[config.mk]
export PLATFORM = sky130hd
export DESIGN_NAME = chroma_upsample_stream
export DESIGN_NICKNAME = d
export VERILOG_FILES = /design/src/rtl/chroma_upsample_stream_pkg.sv /design/src/rtl/chroma_upsample_stream_select.sv /design/src/rtl/chroma_upsample_stream.sv
export SDC_FILE = /design/constraint.sdc
export NUM_CORES = 2
export LEC_CHECK = 0
export BUFFER_PORTS_ARGS = -buffer_cell sky130_fd_sc_hd__buf_2
export CELL_PAD_IN_SITES_DETAIL_PLACEMENT = 1
export CELL_PAD_IN_SITES_GLOBAL_PLACEMENT = 1
export CORE_AREA = 2 2 457 459
export DETAILED_ROUTE_END_ITERATION = 6
export DIE_AREA = 0 0 459 461
export GPL_TIMING_DRIVEN = 0
export PLACE_DENSITY_LB_ADDON = 0.1
export SLEW_MARGIN = 20
export SYNTH_ARGS = -nofsm -noshare
export SYNTH_HDL_FRONTEND = slang
export SYNTH_HIERARCHICAL = 1
export SYNTH_SLANG_ARGS = --single-unit
[constraint.sdc]
create_clock -name clock -period 5.7 [get_ports clock]
set_clock_uncertainty 0.05 [all_clocks]
set_input_delay 0.285 -clock clock [delete_from_list [all_inputs] [get_ports clock]]
set_output_delay 0.285 -clock clock [all_outputs]
set_load 0.1 [all_outputs]
[src/rtl/chroma_upsample_stream_pkg.sv]
// Shared types and constants for the chroma upsampler: modes, channel ids, FSM states, block type.
// The sub-block count is carried as its last index (N-1): 0, 1 or 3.
package chroma_upsample_stream_pkg;

  localparam int DEF_DATA_W = 9;
  localparam int DEF_BLK    = 8;

  typedef enum logic [1:0] {
    MODE_444 = 2'd0,
    MODE_422 = 2'd1,
    MODE_420 = 2'd2
  } mode_e;

  localparam logic [1:0] CH_Y  = 2'd0;
  localparam logic [1:0] CH_CB = 2'd1;
  localparam logic [1:0] CH_CR = 2'd2;

  localparam logic [1:0] LAST_444 = 2'd0;
  localparam logic [1:0] LAST_422 = 2'd1;
  localparam logic [1:0] LAST_420 = 2'd3;

  typedef enum logic {
    IDLE = 1'b0,
    EMIT = 1'b1
  } state_e;

  typedef logic signed [DEF_DATA_W-1:0] blk_t [DEF_BLK][DEF_BLK];

  function automatic logic [1:0] last_idx_of(input logic [1:0] mode, input logic chroma);
    if (chroma && mode == MODE_420) return LAST_420;
    if (chroma && mode == MODE_422) return LAST_422;
    return LAST_444;
  endfunction

endpackage

[src/rtl/chroma_upsample_stream_select.sv]
// Combinational nearest-neighbour sub-block picker: zero latency, no handshake.
// Sample (r,c) lives at bits [(r*BLK+c)*DATA_W +: DATA_W] of every flat block.
module chroma_upsample_stream_select
  import chroma_upsample_stream_pkg::*;
#(
  parameter int DATA_W = 9,
  parameter int BLK    = 8
) (
  input  logic [BLK*BLK*DATA_W-1:0] hold,
  input  logic [1:0]                last_idx,
  input  logic [1:0]                idx,
  output logic [BLK*BLK*DATA_W-1:0] blk
);

  localparam int H = BLK / 2;

  for (genvar r = 0; r < BLK; r++) begin : g_row
    for (genvar c = 0; c < BLK; c++) begin : g_col
      logic [DATA_W-1:0] quad [4];
      logic [DATA_W-1:0] half [2];

      // Quadrants ordered TL, TR, BL, BR so the sub-block index selects directly
      assign quad[0] = hold[((r/2)*BLK + c/2)*DATA_W +: DATA_W];
      assign quad[1] = hold[((r/2)*BLK + H + c/2)*DATA_W +: DATA_W];
      assign quad[2] = hold[((H + r/2)*BLK + c/2)*DATA_W +: DATA_W];
      assign quad[3] = hold[((H + r/2)*BLK + H + c/2)*DATA_W +: DATA_W];
      assign half[0] = hold[(r*BLK + c/2)*DATA_W +: DATA_W];
      assign half[1] = hold[(r*BLK + H + c/2)*DATA_W +: DATA_W];

      assign blk[(r*BLK + c)*DATA_W +: DATA_W] =
        (last_idx == LAST_420) ? quad[idx] :
        (last_idx == LAST_422) ? half[idx[0]] :
                                 hold[(r*BLK + c)*DATA_W +: DATA_W];
    end
  end

endmodule

[src/rtl/chroma_upsample_stream.sv]
// Streaming chroma upsampler: one 8x8 block in, 1/2/4 replicated blocks out; first output one cycle after accept.
// Output holds under backpressure; a new block is accepted on the last output handshake for zero-bubble streaming.
module chroma_upsample_stream
  import chroma_upsample_stream_pkg::*;
#(
  parameter int DATA_W = 9,
  parameter int BLK    = 8,
  parameter int CH_W   = 2
) (
  input  logic                      clock,
  input  logic                      reset_n,
  input  logic [1:0]                mode,
  input  logic                      in_valid,
  output logic                      in_ready,
  input  logic [CH_W-1:0]           in_ch,
  input  logic [BLK*BLK*DATA_W-1:0] in_block,
  output logic                      out_valid,
  input  logic                      out_ready,
  output logic [BLK*BLK*DATA_W-1:0] out_block,
  output logic [CH_W-1:0]           out_ch,
  output logic [1:0]                out_idx,
  output logic                      out_last,
  output logic                      busy,
  output logic                      err_ch
);

  localparam int BW = BLK * BLK * DATA_W;

  state_e          state, state_n;
  logic [BW-1:0]   hold_q, sel_blk, nxt_blk;
  logic [1:0]      last_q, sel_last, sel_idx, new_last;
  logic            accept, illegal, take, out_hs, is_chroma;

  assign out_valid = (state == EMIT);
  assign busy      = (state == EMIT);
  assign out_last  = out_valid && (out_idx == last_q);
  assign out_hs    = out_valid && out_ready;
  assign in_ready  = (state == IDLE) || (out_hs && out_last);
  assign accept    = in_valid && in_ready;
  assign illegal   = (in_ch > CH_W'(CH_CR));
  assign take      = accept && !illegal;
  assign is_chroma = (in_ch != CH_W'(CH_Y)) && !illegal;
  assign new_last  = last_idx_of(mode, is_chroma);

  // A freshly accepted block feeds the selector directly so sub-block 0 is ready next cycle
  assign sel_blk  = take ? in_block : hold_q;
  assign sel_last = take ? new_last : last_q;
  assign sel_idx  = take ? 2'd0 : out_idx + 2'd1;

  chroma_upsample_stream_select #(
    .DATA_W (DATA_W),
    .BLK    (BLK)
  ) u_select (
    .hold     (sel_blk),
    .last_idx (sel_last),
    .idx      (sel_idx),
    .blk      (nxt_blk)
  );

  always_comb begin
    state_n = state;
    if (out_hs && out_last) state_n = IDLE;
    if (take)               state_n = EMIT;
  end

  always_ff @(posedge clock or negedge reset_n) begin
    if (!reset_n) state <= IDLE;
    else          state <= state_n;
  end

  always_ff @(posedge clock or negedge reset_n) begin
    if (!reset_n) begin
      hold_q    <= '0;
      last_q    <= '0;
      out_block <= '0;
      out_ch    <= '0;
      out_idx   <= '0;
      err_ch    <= 1'b0;
    end else begin
      err_ch <= accept && illegal;
      if (take) begin
        hold_q    <= in_block;
        last_q    <= new_last;
        out_ch    <= in_ch;
        out_idx   <= 2'd0;
        out_block <= nxt_blk;
      end else if (out_hs && !out_last) begin
        out_idx   <= sel_idx;
        out_block <= nxt_blk;
      end else if (out_hs) begin
        out_idx <= 2'd0;
      end
    end
  end

endmodule

==> metrics.md <==
| Metric | Value |
|---|---|
| Status | complete, but fails checks |
| Failing checks | DRC |
| Worst-path fanout max | 10 |
| Detailed-route DRC error count | 14 |
| Vias | approximately 65000 |
| Top FF cell, synth | dfrtp_1 |
| Die height | ~460 um |
| Register Area | 29000 um^2 |
| Drt first pass iters | 7 |
| Design area | 86000 um^2 |
| Layout cells sized above 1 | 32.3% |
| Footprint of the multi-input gates | 32000 um^2 |
| Vias in the first global route | between 60000 and 70000 |
| Place WS | around 0.20 ns |
| Multiplexer area fraction after synthesis | between 20% and 30% |
| IO buf count | 1167 |
| Reg clk slew, reported paths | 0.06 ns |
| CTS Buffer Depth | 3 |
| Flops & latches, synth | 1160 |
| Final period util | 97.1% |
| Area Growth Syn to Fin | 31.7% |
| # H-tree levels | 4 |
| Synth cell types | 42 |
| CTS tree | yes |
| Largest family of logic cells by synthesized area | multiplexers |
| CP arrival | 6.18 ns |
| Setup Viol. Count Final | 0 |
| Net count after synthesis | 6500 |
| Worst Max-Slew Pin Slew | around 1.3 ns |
| Critical Path Start | busy$_DFFE_PN0P_ |
| Worst skew pair latency | 0.84 ns |
| CTS root buf | clkbuf_16 |
| Fillers | 22900 |
| Post-Synth Adder-Cell Area | 0.0192% |
| Cts repair resizes | 0 |
| Post-Synth Simple-Gate Area | 5.13% |
| Worst rel slew slack | approximately 16% |
| Avg Inst Size Synth | 11.0 um^2 |
| Die W | 459 um |
| Num rows | 167 |
| Hold slack | 0.193 ns |
| Asr flop ratio synth | 100% |
| Post-Synthesis Cells | a little under 6000 |
| Hold path cells | 3 |
| Final ANT Viol Nets | 0 |
| GRT Residual Overflow | 0 |
| GRT Resource Usage Total | between 30 and 40% |
| Slew Viols, Final | 0 |
| IO Count | between 1000 and 1500 |
| Xor-xnor portion of the synthesized cell area | 0.0652% |
| Critical path startpoint category | flip-flop |
| Pin count of the biggest net entering global routing | between 100 and 150 |
| Fmax | around 180 MHz |
| Max-Cap Viols | 0 |
| Core area | 206000 um^2 |
| Worst reg2reg endpoint | out_block[411]$_DFFE_PN0P_ |
| Full die area | 212000 um^2 |
| Unrepaired setup endpoints after global routing | false |
| Critical path data required time | 6.35 ns |
| Clock Sinks | 1160 |
| Routability cong. | 0.983 |
| Critical Path Sink | out_block[411]$_DFFE_PN0P_ |
| Detail Placement HPWL | 345000 um |
| Seq/Total Area, Yosys | 44.5% |
| Compound-Gate Fraction of Synth Area | 19.5% |
| Wire per inst | about 40 um |
| First-pass GRT wire length | 564000 um |
| Fin. Hold Viols | 0 |
| Num CTS Buffers | 151 |
| Flop-to-flop setup slack | about 0.16 ns |
| Worst Slack Setup Final | 0.164 ns |
| Initial DRC Count | roughly 7600 |
| Min Tclk post-route | 5.54 ns |
| Post-synth EDFFs | 0 |
| Synth top area share | 44.5% |
| Initial antenna violation count | 82 |
| DP Area | 74800 um^2 |
| Setup TNS | 0 ns |
| R2R depth | 12 |
| Routed vias/inst | 6.11 |
| Largest cells by area after synthesis | dfrtp_1, mux2_2, mux2i_1, a32oi_1, o31ai_1 |
| Final wirelength | between 400000 and 500000 um |
| Initial Utilization | 31.6% |
| Crit path kind | reg2reg |
| Synth area leader | dfrtp_1 |
| Mapped Area | 65300 um^2 |
| Nature of the critical path endpoint | flip-flop |
| Synth Warn # | 6 |
| Worst R2R Start | busy$_DFFE_PN0P_ |
| Fin nets | 8420 |
| Hold Crit Class | in2reg |
## sequential cells by signal (all words and copies together), names as in the netlist
signal / count
err_ch: 1
out_block: 576
busy: 1
hold_q: 576
last_q: 2
out_ch: 2
out_idx: 2
## cells by family after synthesis
| family | Yosys count |
|---|---|
| compound gates | 1652 |
| mux | 1444 |
| flops | 1160 |
| buf+inv | 883 |
| simple gates | 771 |
| xor+xnor | 4 |
| fa+ha+maj | 1 |
## how the worst min path moves through the flow
stage	startpoint	to	slack (ns)
after detailed placement	reset_n	out_block[479]$_DFFE_PN0P_	0.23
after CTS	in_ch[1]	out_ch[1]$_DFFE_PN0P_	0.14
after global placement	out_ch[0]$_DFFE_PN0P_	out_ch[0]$_DFFE_PN0P_	0.44
final	in_block[135]	hold_q[135]$_DFF_PN0_	0.19
after global routing	in_block[136]	hold_q[136]$_DFF_PN0_	0.22
after floorplan	reset_n	busy$_DFFE_PN0P_	-0.06
## through the flow
step / instances / utilization, %
floorplan: 5915 / -
global placement: 9786 / 36.1
detailed placement: 9797 / 36.2
CTS: 10700 / 41.6
global route: 10700 / 41.6
finish: 10700 / 41.7
## placed cells by master (no fill, tap or decap), types with 37 or more instances in the layout
| master | instances |
|---|---|
| o31ai_1 | 576 |
| dfrtp_1 | 1160 |
| clkbuf_16 | 160 |
| clkbuf_1 | 314 |
| o21ai_0 | 120 |
| mux2_2 | 793 |
| nand3_1 | 289 |
| buf_2 | 1306 |
| buf_1 | 62 |
| dlygate4sd3_1 | 586 |
| a222oi_1 | 72 |
| nand2_1 | 437 |
| o21ai_1 | 145 |
| a32oi_1 | 607 |
| mux2i_1 | 577 |
| inv_1 | 262 |
| mux2_4 | 71 |
| buf_4 | 57 |
| a22oi_1 | 99 |
| buf_6 | 74 |
| diode_2 | 37 |
## cell usage after synthesis, types with 6 or more instances
library cell	n
mux2_4	71
nand3_1	289
nor2_1	10
a221o_1	27
a22oi_1	99
nand2_1	437
nor2b_1	6
and2_1	17
o31ai_1	576
buf_6	74
o21ai_0	120
inv_1	262
clkbuf_4	10
mux2i_1	577
dfrtp_1	1160
a32oi_1	607
buf_4	57
mux2_2	793
buf_1	62
clkbuf_1	276
buf_2	140
o21ai_1	145
a222oi_1	72
## repair_timing
| action | CTS | global route |
|---|---|---|
| hold buffers | 587 | 0 |
| hold endpoints to repair | 1009 | 0 |
| setup endpoints to repair | 0 | 0 |
| buffers inserted | 0 | 0 |
## area by class of cell
| class | instances | share of cell area [%] |
|---|---|---|
| Inverter | 264 | 1.15 |
| Sequential cell | 1160 | 33.8 |
| Timing Repair Buffer | 1767 | 14.0 |
| Clock buffer | 240 | 5.41 |
| Multi-Input combinational cell | 3872 | 37.2 |
| Antenna cell | 37 | 0.108 |
| Tap cell | 2704 | 3.93 |
| Buffer | 619 | 3.85 |
| Clock inverter | 32 | 0.586 |
## metal layers
metal | part of all wire (%) | vias to the layer above | wire length (um) | GRT usage (%)
met5 | 0.047 | - | 203 | 0
met4 | 7.6 | 30 | 32400 | 24.8
met3 | 8.9 | 847 | 38300 | 9.65
met2 | 43 | 3622 | 186000 | 58.8
met1 | 40 | 34200 | 172000 | 49.7
li1 | - | 26700 | - | -
## critical path, cell delays in order, from the launching register on
cell	delay (ns)
dfrtp_1	0.45
clkinv_1	0.24
a31o_2	0.33
and2_1	0.17
clkbuf_1	0.19
nor2_1	0.38
clkbuf_2	0.59
buf_2	0.58
mux2_2	0.53
a22oi_1	0.93
nand3_1	0.49
a32oi_1	0.32
o31ai_1	0.09
Power is left out: the tool's default activity adds up to more than one toggle a clock period on the data nets, which glitch-free logic cannot reach.
